==> config.mk <==
export PLATFORM = sky130hd
export DESIGN_NAME = piso_serializer_flat
export DESIGN_NICKNAME = d
export VERILOG_FILES = /design/src/rtl/piso_serializer_pkg.sv /design/src/rtl/piso_if.sv /design/src/rtl/piso_parity.sv /design/src/rtl/piso_serializer.sv /design/src/flat_wrapper.sv
export SDC_FILE = /design/constraint.sdc
export NUM_CORES = 1
export LEC_CHECK = 0
export CORE_UTILIZATION = 47
export CTS_CLUSTER_SIZE = 20
export DETAILED_ROUTE_END_ITERATION = 16
export PLACE_DENSITY = 0.72
export SETUP_SLACK_MARGIN = 0.4
export SLEW_MARGIN = 15
export SYNTH_ARGS = -nofsm -noshare
export SYNTH_HDL_FRONTEND = slang
export SYNTH_SLANG_ARGS = --single-unit
export TNS_END_PERCENT = 1
==> constraint.sdc <==
create_clock -name clk -period 1.7 [get_ports clk]
set_clock_uncertainty 0.05 [all_clocks]
set_input_delay 0.34 -clock clk [delete_from_list [all_inputs] [get_ports clk]]
set_output_delay 0.34 -clock clk [all_outputs]
set_load 0.01 [all_outputs]
==> src/rtl/piso_serializer_pkg.sv <==
// Shared types and helpers for the parallel-in/serial-out serializer.
package piso_serializer_pkg;

  typedef enum logic [1:0] {
    IDLE,
    SHIFT,
    PARITY
  } state_t;

  // Direction names, also used by the upstream shift register.
  localparam string DIR_RIGHT = "RIGHT";  // LSB leaves first
  localparam string DIR_LEFT  = "LEFT";   // MSB leaves first

  // Bits needed to index 0..value-1; never less than one.
  function automatic int clog2(input int value);
    int w;
    w = 1;
    while ((1 << w) < value) w++;
    return w;
  endfunction

endpackage

==> src/rtl/piso_if.sv <==
// Parallel-word handshake plus serial-line signals of the serializer.
interface piso_if #(
  parameter int WIDTH = 8
);

  logic             in_valid;
  logic [WIDTH-1:0] in_data;
  logic             in_ready;
  logic             ser_out;
  logic             ser_valid;
  logic             ser_last;
  logic             busy;
  logic             done;

  // Word source / line observer side.
  modport master (
    output in_valid, in_data,
    input  in_ready, ser_out, ser_valid, ser_last, busy, done
  );

  // Serializer side.
  modport slave (
    input  in_valid, in_data,
    output in_ready, ser_out, ser_valid, ser_last, busy, done
  );

endinterface

==> src/rtl/piso_parity.sv <==
// Combinational parity of a word; odd=1 inverts the plain XOR.
module piso_parity #(
  parameter int WIDTH = 8
) (
  input  logic [WIDTH-1:0] data,
  input  logic             odd,
  output logic             parity
);

  assign parity = (^data) ^ odd;

endmodule

==> src/rtl/piso_serializer.sv <==
// Serializes one handshaken parallel word per frame, optional parity bit,
// with gapless back-to-back frames when a new word arrives on the last bit.
module piso_serializer
  import piso_serializer_pkg::*;
#(
  parameter int    WIDTH           = 8,
  parameter string SHIFT_DIRECTION = DIR_RIGHT,
  parameter bit    PARITY_EN       = 1'b0,
  parameter bit    PARITY_ODD      = 1'b0
) (
  input logic   clk,
  input logic   rst,
  piso_if.slave bus
);

  localparam int             CW        = clog2(WIDTH);
  localparam bit             LSB_FIRST = (SHIFT_DIRECTION == DIR_RIGHT);
  localparam logic [CW-1:0]  LAST_IDX  = CW'(WIDTH - 1);
  localparam logic [CW-1:0]  PENULT    = CW'(WIDTH - 2);

  state_t           state;
  logic [WIDTH-1:0] shreg;
  logic [CW-1:0]    cnt;
  logic             par_q;
  logic             par_in;
  logic             ser_out_q;
  logic             ser_valid_q;
  logic             ser_last_q;
  logic             done_q;
  logic             in_ready_q;
  logic             accept;
  logic             frame_end;

  // Bit that sits at the output end of a word.
  function automatic logic out_bit(input logic [WIDTH-1:0] w);
    return LSB_FIRST ? w[0] : w[WIDTH-1];
  endfunction

  // One step toward the output end, zero-filled.
  function automatic logic [WIDTH-1:0] shift_once(input logic [WIDTH-1:0] w);
    return LSB_FIRST ? {1'b0, w[WIDTH-1:1]} : {w[WIDTH-2:0], 1'b0};
  endfunction

  piso_parity #(.WIDTH(WIDTH)) u_parity (
    .data   (bus.in_data),
    .odd    (PARITY_ODD),
    .parity (par_in)
  );

  assign accept    = bus.in_valid && in_ready_q;
  // ser_last is only ever high on the final bit of a frame in flight.
  assign frame_end = ser_last_q;

  // Frame FSM: load on handshake, shift data bits, optional parity, end or reload.
  always_ff @(posedge clk or posedge rst) begin
    if (rst) begin
      // NOTE: the data path is reset too, so ser_out reads 0 straight out of reset.
      state       <= IDLE;
      shreg       <= '0;
      cnt         <= '0;
      par_q       <= 1'b0;
      ser_out_q   <= 1'b0;
      ser_valid_q <= 1'b0;
      ser_last_q  <= 1'b0;
      done_q      <= 1'b0;
      in_ready_q  <= 1'b0;
    end else begin
      // NOTE: non-blocking throughout so every branch sees pre-edge values.
      done_q <= frame_end;
      if (accept) begin
        // Reached from IDLE or from the last bit of the previous frame.
        state       <= SHIFT;
        shreg       <= bus.in_data;
        cnt         <= '0;
        par_q       <= par_in;
        ser_out_q   <= out_bit(bus.in_data);
        ser_valid_q <= 1'b1;
        ser_last_q  <= 1'b0;
        in_ready_q  <= 1'b0;
      end else if (frame_end || state == IDLE) begin
        state       <= IDLE;
        shreg       <= '0;
        cnt         <= '0;
        ser_out_q   <= 1'b0;
        ser_valid_q <= 1'b0;
        ser_last_q  <= 1'b0;
        in_ready_q  <= 1'b1;
      end else if (cnt != LAST_IDX) begin
        // SHIFT with data bits still to go.
        cnt         <= cnt + CW'(1);
        shreg       <= shift_once(shreg);
        ser_out_q   <= out_bit(shift_once(shreg));
        ser_last_q  <= (cnt == PENULT) && !PARITY_EN;
        in_ready_q  <= (cnt == PENULT) && !PARITY_EN;
      end else begin
        // Last data bit done and parity enabled: parity closes the frame.
        state       <= PARITY;
        shreg       <= shift_once(shreg);
        ser_out_q   <= par_q;
        ser_last_q  <= 1'b1;
        in_ready_q  <= 1'b1;
      end
    end
  end

  assign bus.ser_out   = ser_out_q;
  assign bus.ser_valid = ser_valid_q;
  assign bus.busy      = ser_valid_q;
  assign bus.ser_last  = ser_last_q;
  assign bus.done      = done_q;
  assign bus.in_ready  = in_ready_q;

endmodule

==> src/flat_wrapper.sv <==
// flat-port wrapper written by rule: the top's interface ports become plain ports
module piso_serializer_flat import piso_serializer_pkg::*;
#(
  parameter int    WIDTH           = 8,
  parameter string SHIFT_DIRECTION = DIR_RIGHT,
  parameter bit    PARITY_EN       = 1'b0,
  parameter bit    PARITY_ODD      = 1'b0
)
  (clk, rst, bus_in_valid, bus_in_data, bus_in_ready, bus_ser_out, bus_ser_valid, bus_ser_last, bus_busy, bus_done);
  piso_if #(.WIDTH(WIDTH)) bus_i ();
  input logic clk;
  input logic rst;
  input wire logic [$bits(bus_i.in_valid)-1:0] bus_in_valid;
  input wire logic [$bits(bus_i.in_data)-1:0] bus_in_data;
  output wire logic [$bits(bus_i.in_ready)-1:0] bus_in_ready;
  output wire logic [$bits(bus_i.ser_out)-1:0] bus_ser_out;
  output wire logic [$bits(bus_i.ser_valid)-1:0] bus_ser_valid;
  output wire logic [$bits(bus_i.ser_last)-1:0] bus_ser_last;
  output wire logic [$bits(bus_i.busy)-1:0] bus_busy;
  output wire logic [$bits(bus_i.done)-1:0] bus_done;
  assign bus_i.in_valid = bus_in_valid;
  assign bus_i.in_data = bus_in_data;
  assign bus_in_ready = bus_i.in_ready;
  assign bus_ser_out = bus_i.ser_out;
  assign bus_ser_valid = bus_i.ser_valid;
  assign bus_ser_last = bus_i.ser_last;
  assign bus_busy = bus_i.busy;
  assign bus_done = bus_i.done;
  piso_serializer #(.WIDTH(WIDTH), .SHIFT_DIRECTION(SHIFT_DIRECTION), .PARITY_EN(PARITY_EN), .PARITY_ODD(PARITY_ODD)) u_core (.clk(clk), .rst(rst), .bus(bus_i));
endmodule
==> impl_metrics.env <==
export IMPL_status="complete, no violations"
export IMPL_die_x_um=42.8
export IMPL_start_util_pct=51.2
export IMPL_max_stage_delay_ns=0.41
export IMPL_fin_ws_ns=0.378
export IMPL_root_buffer="clkbuf_4"
export IMPL_wl_mm=1.43
export IMPL_clk_latency_ns=0.29
export IMPL_drc=0
export IMPL_antenna_found_initial=0
export IMPL_via_per_inst=5.27
export IMPL_reg2reg_from="u_core.bus.in_ready"
export IMPL_yosysMostFrequentCell="dfrtp_1"
export IMPL_p_total_uw=1430
export IMPL_cp_max_fo=3
export IMPL_num_vias=553
export IMPL_cts_tree="built"
export IMPL_portBuffers=16
export IMPL_hold_viol=0
export IMPL_worstMarginPinSlew_ns=0.229
export IMPL_die_h_um=42.8
export IMPL_synthMuxAreaShare_pct=2.56
export IMPL_hold_class="in -> async"
export IMPL_synth_top_area_share_pct=57.7
export IMPL_synthesis_area_sq_um=781
export IMPL_place_ws_ns=0.102
export IMPL_gp_congestion=0.719
export IMPL_critPathTopFamily="flip-flops"
export IMPL_rows=14
export IMPL_leakage_uw=0.000489
export IMPL_min_period_ns=1.32
export IMPL_drt_pass1_iterations=4
export IMPL_regToRegSetupSlack_ns=0.41
export IMPL_synth_fa_ha_area_share_pct=4.81
export IMPL_cp_end_kind="primary output"
export IMPL_synthArstFlopShare_pct=100
export IMPL_yosys_register_bits=18
export IMPL_cp_cell_sequence="clkdlybuf4s15_1"
export IMPL_clk_pin_slew_ns=0.10
export IMPL_netlist_instances=68
export IMPL_grt_max_degree=19
export IMPL_rr_worst_depth=4
export IMPL_grt_usage_pct=19.3
export IMPL_fmax_mhz=756
export IMPL_synth_edf_count=0
export IMPL_grt_remaining_overflow=0
export IMPL_fp_coreArea_sq_um=1520
export IMPL_crit_start="u_core.bus.busy"
export IMPL_final_antenna_net_count=0
export IMPL_cpMaxStageDelayCell="dfrtp_1"
export IMPL_start_kind="flip-flop"
export IMPL_nFillCells=123
export IMPL_yosysWarnings=0
export IMPL_synthTopCellsByArea="dfrtp_1 (58%), xnor2_1 (7.9%), a22o_1 (6.7%)"
export IMPL_cp_required_ns=1.31
export IMPL_maxCapViolations=0
export IMPL_timing_hold_ws_ns=0.292
export IMPL_cts_made_buffers=3
export IMPL_syn_avg_cell_area_sq_um=11.5
export IMPL_multiInputGateArea_sq_um=327
export IMPL_setup_viol=0
export IMPL_peakVddDrop_mv=0.697
export IMPL_finalMaxSlewViolations=0
export IMPL_synth_top_cells_by_count="dfrtp_1 (18), nor2_1 (9), xnor2_1 (7)"
export IMPL_yosysTopAreaCell="dfrtp_1"
export IMPL_cts_hold_buf=0
export IMPL_rsz0062_at_grt="yes"
export IMPL_synth_compound_area_share_pct=10.9
export IMPL_regArea_sq_um=450
export IMPL_synth_nets=82
export IMPL_seq_area_frac_synth_pct=57.7
export IMPL_finalSetupTns_ns=0
export IMPL_synth_xor_area_share_pct=8.97
export IMPL_slew_limit_headroom_pct=84.8
export IMPL_drive_gt1_share_pct=18.0
export IMPL_final_nets=105
export IMPL_wl_per_cell_um=13.6
export IMPL_htree_levels=1
export IMPL_ios=17
export IMPL_worstSetupPathType="reg -> out"
export IMPL_p_per_area_nw_per_um2=1410
export IMPL_dp_hpwl_um=981
export IMPL_die_area_sq_um=1830
export IMPL_synth_top_family_by_area="simple AND/OR/NAND/NOR gates"
export IMPL_timing_final_crit_share_pct=77.8
export IMPL_grt_pass1_wl_mm=2.44
export IMPL_cp_num_cells=1
export IMPL_critPathBufInv=1
export IMPL_max_clock_path_buffers=2
export IMPL_cp_endpoint="bus_ser_valid"
export IMPL_ys_types=20
export IMPL_arrival_ns=0.93
export IMPL_synth_ff_type="dfrtp_1"
export IMPL_diodes=0
export IMPL_yosys_area_share_simple_pct=11.9
export IMPL_syn_to_final_growth_pct=30.0
export IMPL_clock_sinks=18
export IMPL_reg2reg_to="u_core.shreg[3]"
export IMPL_first_iter_violations=8
export IMPL_grt_pass1_vias=521
[flip-flops by register name, indices dropped and copies added, names as in the netlist]
register,flops
u_core.bus.ser_out,1
u_core.shreg,7
u_core.bus.done,1
u_core.bus.in_ready,1
u_core.bus.busy,1
u_core.cnt,3
u_core.bus.ser_last,1
u_core.state,2
u_core.par_q,1
[power by group]
part | internal (uW) | switching [uW] | total (uW)
Clock | 82.5 | 125 | 207
Sequential | 575 | 81.1 | 656
Combinational | 282 | 285 | 567
[through the flow]
| step | cell area [sq um] | instances | utilization (%) |
|---|---|---|---|
| 2_1_floorplan | 790 | 68 | - |
| 3_3_place_gp | 961 | 99 | 63.1 |
| 3_5_place_dp | 961 | 99 | 63.1 |
| 4_1_cts | 993 | 104 | 65.2 |
| 5_1_grt | 1010 | 105 | 66.6 |
| 6_report | 1010 | 105 | 66.6 |
[cell usage in the layout, fill, tap and decap left out, drive strengths merged]
master          n
a21oi           3
a22o            6
and2            1
and3            1
buf             6
clkbuf          4
clkdlybuf4s15   4
clkdlybuf4s50  10
dfrtp          18
ha              3
inv             2
mux2i           2
nand2           6
nand2b          1
nor2           10
o21ai           2
o31ai           1
or2             1
xnor2           7
xor2            1
[worst min path at each step]
stage / cells after the start / endpoint / from
floorplan: 1 / u_core.bus.busy / rst
global placement: 0 / u_core.bus.done / u_core.bus.ser_last
detailed placement: 0 / u_core.bus.done / u_core.bus.ser_last
CTS: 3 / u_core.shreg[6] / rst
global route: 3 / u_core.bus.in_ready / rst
finish: 3 / u_core.shreg[6] / rst
[cell type report]
type / instances / share of cell area [%]
multi-input combinational: 45 / 32.2
timing repair buffer: 21 / 18.5
tap: 16 / 1.97
clock buffer: 3 / 2.22
sequential: 18 / 44.4
inverter: 2 / 0.740
[logic make-up after synthesis]
logic type,count (synthesis)
AO/OA/AOI/OAI,12
XOR/XNOR,8
adder cells (fa/ha/maj),3
buffers and inverters,5
flip-flops,18
multiplexers,2
AND/OR/NAND/NOR,20
[routing by layer]
layer | track usage [%] | vias up | part of all wire (%)
li1 | - | 268 | -
met1 | 26.4 | 267 | 48
met2 | 27.3 | 13 | 45
met3 | 3.83 | 5 | 3.8
met4 | 13.1 | 0 | 3.3
met5 | 0 | - | 0
[repair_timing]
item                                    in CTS  in global routing
setup buffers                                2                  1
endpoints found under the setup margin      13                 19
resized for setup                           13                  6
(Power assumes the default switching activity.)
==> patch 1: new RTL, config.mk and constraints unchanged <==
Reset style: synchronous (`rst`), changed in one clocked block.
--- a/src/rtl/piso_serializer.sv
+++ b/src/rtl/piso_serializer.sv
@@ -54,3 +54,3 @@
   // Frame FSM: load on handshake, shift data bits, optional parity, end or reload.
-  always_ff @(posedge clk or posedge rst) begin
+  always_ff @(posedge clk) begin
     if (rst) begin
Check against the original RTL: differs if rst is asserted again (counterexample within 4 cycles, from zero or initial values and one cycle with rst high); with rst held inactive, the same outputs for 10 cycles.
==> patch 1 against the unedited design <==
Final area fell by 5.2%; hold slack better by 0.11 ns; sequential cell count unchanged; utilization is 4.7 points higher; setup slack got worse by 0.032 ns; wire length is 10% lower; synthesized area is 9.6% lower; critical endpoint is now bus_ser_last.
Power is not compared: it rests on default switching activity, and its combinational part moved more than twofold at a synthesized area within 25%.
==> patch 1: results (changes against the unedited design) <==
| Metric | Value |
|---|---|
| Pre-CTS setup slack | `0.0279 ns (was 0.102 ns)` |
| Syn_area_per_cell | `10.7 um^2 (was 11.5 um^2)` |
| Setup bufs post-CTS | `0 (was 2)` |
| DRT Wirelength | `1.29 mm (was 1.43 mm)` |
| R2r setup slk | `0.39 ns (was 0.41 ns)` |
| Synth area leaders | `dfxtp_1, xnor2_1, a22o_1 (was dfrtp_1, xnor2_1, a22o_1)` |
| Register area share after synthesis | `0.511 (was 0.577)` |
| Ys async rst share | `0 (was 1.00)` |
| Worst R2R End | `u_core.state[0] (was u_core.shreg[3])` |
| Crit path launch | `u_core.bus.ser_last (was u_core.bus.busy)` |
| Proportion of layout cells with a drive suffix above 1 | `0.172 (was 0.180)` |
| Dpl cells | `98 (was 99)` |
| Worst path max stage delay | `0.39 ns (was 0.41 ns)` |
| GP Congestion | `0.641 (was 0.719)` |
| Largest net degree at the start of global routing | `11 (was 19)` |
| Number of global-route vias before repair | `484 (was 521)` |
| Status | `finished clean (unchanged)` |
| Syn Nets | `80 (was 82)` |
| First-pass GRT wire length | `1.95 mm (was 2.44 mm)` |
| Nets | `102 (was 105)` |
| Non-Filler Instances | `102 (was 105)` |
| Worst r2r src | `u_core.cnt[0] (was u_core.bus.in_ready)` |
| Gr usage total | `0.189 (was 0.193)` |
| Dpl hpwl | `941 um (was 981 um)` |
| Critical Path Sink | `bus_ser_last (was bus_ser_valid)` |
| Post-synth top cells | `dfxtp_1, nor2_1, xnor2_1 (was dfrtp_1, nor2_1, xnor2_1)` |
| Max FO, Critical Path | `5 (was 3)` |
| Worst min-delay path category | `flop to flop (was primary input to async pin)` |
| Max_slew headroom | `0.690 (was 0.848)` |
| Starting DRC count in detailed routing | `12 (was 8)` |
| Vias per std cell | `5.33 (was 5.27)` |
| Synth Flop Type | `dfxtp_1 (was dfrtp_1)` |
| Peak supply drop | `~0.51 mV` |
| Peak Freq | `738 MHz (was 756 MHz)` |
[patch 1: metal layers]
layer,vias to the layer above,global-route usage,wire length (um)
met5,-,0,0
met4,0,0.100,23
met3,5,0.0815,77
met2,16,0.325,606
met1,252,0.192,580
li1,271,-,-
[patch 1: timing repair]
item / in CTS / in global routing
endpoints found under the setup margin: 16 / 16
hold buffers: 0 / 0
gates resized for setup: 8 / 1
[patch 1: how the worst min path moves through the flow]
stage                                  to  slack (ns)  cells after the start
final                     u_core.shreg[2]        0.40                      1
after global routing      u_core.shreg[3]        0.43                      1
after CTS                 u_core.shreg[2]        0.41                      1
after detailed placement  u_core.shreg[2]        0.39                      1
after global placement    u_core.shreg[2]        0.38                      1
after floorplan           u_core.bus.busy        0.36                      1
[patch 1: cell type report]
cell class / count / area (um^2)
Clock buffer: 4 / 36.3
Fill cell: 119 / 388
Inverter: 1 / 3.75
Multi-Input combinational cell: 45 / 357
Sequential cell: 18 / 368
Tap cell: 15 / 18.8
Timing Repair Buffer: 19 / 179
[patch 1: power by group]
part,internal (mW),switching [mW]
Sequential,0.434,0.00861
Clock,0.131,0.133
Combinational,0.0628,0.0452
[patch 1: cell families (layout without fill, tap and decap cells)]
group,Yosys count,count (layout),synth area share
multiplexers,2,2,0.0284
buffers and inverters,3,24,0.0230
flip-flops,18,18,0.511
adder cells (fa/ha/maj),3,3,0.0532
AO/OA/AOI/OAI,14,14,0.142
AND/OR/NAND/NOR,18,18,0.144
XOR/XNOR,8,8,0.0993
[patch 1: worst register-to-register path: cells and delay by family, from the launching register on]
family,cells,cell delay [ns]
AO/OA/AOI/OAI,1,0.14
flip-flops,1,0.35
adder cells (fa/ha/maj),2,0.35
AND/OR/NAND/NOR,1,0.37
==> patch 2: new RTL, config.mk and constraints unchanged <==
Without the edit above. `WIDTH` is set to 8 in 4 places; all go to 7.
--- a/src/rtl/piso_if.sv
+++ b/src/rtl/piso_if.sv
@@ -2,3 +2,3 @@
 interface piso_if #(
-  parameter int WIDTH = 8
+  parameter int WIDTH = 7
 );
--- a/src/rtl/piso_parity.sv
+++ b/src/rtl/piso_parity.sv
@@ -2,3 +2,3 @@
 module piso_parity #(
-  parameter int WIDTH = 8
+  parameter int WIDTH = 7
 ) (
--- a/src/rtl/piso_serializer.sv
+++ b/src/rtl/piso_serializer.sv
@@ -5,3 +5,3 @@
 #(
-  parameter int    WIDTH           = 8,
+  parameter int    WIDTH           = 7,
   parameter string SHIFT_DIRECTION = DIR_RIGHT,
--- a/src/flat_wrapper.sv
+++ b/src/flat_wrapper.sv
@@ -3,3 +3,3 @@
 #(
-  parameter int    WIDTH           = 8,
+  parameter int    WIDTH           = 7,
   parameter string SHIFT_DIRECTION = DIR_RIGHT,
Interface: changed (resized bus_in_data); port bits go from 17 to 16. The function was not compared with the original's and may differ.
==> patch 2 against the unedited design <==
Sequential cell count is 1 lower; power is 0.96% lower; synthesized area is 5.1% lower; setup slack better by 0.010 ns; utilization is 2.6 points higher; final area is 5.7% lower; wire length is 5.4% lower; sequential share of layout area is 0.055 points higher; synthesized cell count is 7.4% lower.
==> patch 2: results (changes against the unedited design) <==
| Metric | Value |
|---|---|
| Number of global-route vias before repair | `546 (was 521)` |
| Proportion of layout cells with a drive suffix above 1 | `0.169 (was 0.180)` |
| Critical Path Slowest Stage Cell | `clkdlybuf4s50_1 (was dfrtp_1)` |
| Register area share after synthesis | `0.574 (was 0.577)` |
| First-pass detailed-route iteration total | `3 (was 4)` |
| Post-synth top cells | `dfrtp_1, nand2_1, nor2_1 (was dfrtp_1, nor2_1, xnor2_1)` |
| Routed length on met1 | `656 um (was 682 um)` |
| Starting DRC count in detailed routing | `9 (was 8)` |
| Dpl hpwl | `937 um (was 981 um)` |
| Wire length on met2 | `632 um (was 647 um)` |
| Peak supply drop | `0.767 mV (was 0.697 mV)` |
| Gate power share | `0.412 (was 0.397)` |
| Synth area leaders | `dfrtp_1, xnor3_1, a22o_1 (was dfrtp_1, xnor2_1, a22o_1)` |
| Mux cell area share after synthesis | `0.0135 (was 0.0256)` |
| Gr usage total | `0.186 (was 0.193)` |
| Worst endpoint data arrival time | `1.47 ns (was 0.93 ns)` |
| Post-Synth XOR/XNOR Area | `0.0963 (was 0.0897)` |
| PortBufs | `15 (was 16)` |
| Nets | `97 (was 105)` |
| Crit path max-delay family | `buffers and inverters (was flip-flops)` |
| WL per Instance | `13.8 um (was 13.6 um)` |
| Status | `finished clean (unchanged)` |
| Largest net degree at the start of global routing | `18 (was 19)` |
| DR top layer | `met4 (unchanged)` |
| Vias | `520 (was 553)` |
| Syn Nets | `76 (was 82)` |
| Met3 usage | `0.0435 (was 0.0383)` |
| Met1 Usage GRT | `0.262 (was 0.264)` |
| First-pass GRT wire length | `2.40 mm (was 2.44 mm)` |
| Regs by FF count | `u_core.shreg: 6 flops, u_core.cnt: 3 flops, u_core.state: 2 flops (was u_core.shreg: 7 flops, u_core.cnt: 3 flops, u_core.state: 2 flops)` |
| Compound-gate portion of the synthesized area | `0.117 (was 0.109)` |
| Synth Area in Adders | `0.0507 (was 0.0481)` |
| GP Congestion | `0.708 (was 0.719)` |
| Filler Cells Inserted | `113 (was 123)` |
| Lkg Pwr | `0.498 nW (was 0.489 nW)` |
| Pre-CTS setup slack | `0.0390 ns (was 0.102 ns)` |
| Ys async rst share | `1.00 (unchanged)` |
| Max FO, Critical Path | `2 (was 3)` |
| Measured slew at the worst slew-check pin | `0.275 ns (was 0.229 ns)` |
| Worst path max stage delay | `0.53 ns (was 0.41 ns)` |
| GR Util met2 | `0.275 (was 0.273)` |
| Cell variety after synth | `21 (was 20)` |
| Placed cell area | `906 um^2 (was 961 um^2)` |
-- patch 2: cell types whose count changed in the layout (fill, tap and decap cells not counted), moves of 2 or more --
cell	unedited run	this run
dlygate4sd2_1	0	4
clkdlybuf4s50_1	10	6
xnor3_1	0	2
xnor2_1	7	1
nand2_2	0	2
buf_4	5	3
nor2_1	9	6
ha_1	1	3
-- patch 2: per-stage QoR --
stage,power (mW),cells
2_1_floorplan,0.976,63
3_3_place_gp,1.16,92
3_5_place_dp,1.18,92
4_1_cts,1.39,98
5_1_grt,1.53,98
6_report,1.42,98
-- patch 2: cell type report --
type / instances / area, um^2 / share of cell area
sequential: 17 / 425 / 0.444
multi-input combinational: 41 / 312 / 0.325
timing repair buffer: 18 / 164 / 0.171
clock buffer: 4 / 26.3 / 0.0275
tap: 15 / 18.8 / 0.0196
inverter: 3 / 11.3 / 0.0118
-- patch 2: worst paths after layout --
check                      cells past startpoint             endpoint            start  slack [ns]
min reg2reg                                    1      u_core.shreg[3]  u_core.shreg[4]        0.43
max                                            4         u_core.par_q   bus_in_data[3]        0.39
max reg2reg                                    4   u_core.bus.ser_out    u_core.cnt[1]        0.44
min                                            3      u_core.shreg[2]              rst        0.30
min in group clk                               2      u_core.shreg[5]   bus_in_data[5]        0.41
max in group asynchronous                      3  u_core.bus.in_ready              rst        1.11
-- patch 2: kinds of logic (layout without fill, tap and decap cells) --
logic type	after synthesis	in the layout
AND/OR/NAND/NOR	20	20
XOR/XNOR	5	5
multiplexers	1	1
AO/OA/AOI/OAI	12	12
adder cells (fa/ha/maj)	3	3
buffers and inverters	5	25
flip-flops	17	17
-- patch 2: what timing repair did --
action	CTS	global route
cloned	0	0
hold endpoints to repair	0	0
resized for setup	17	5
pin swaps	4	0
setup buffers	2	0
endpoints found under the setup margin	9	15
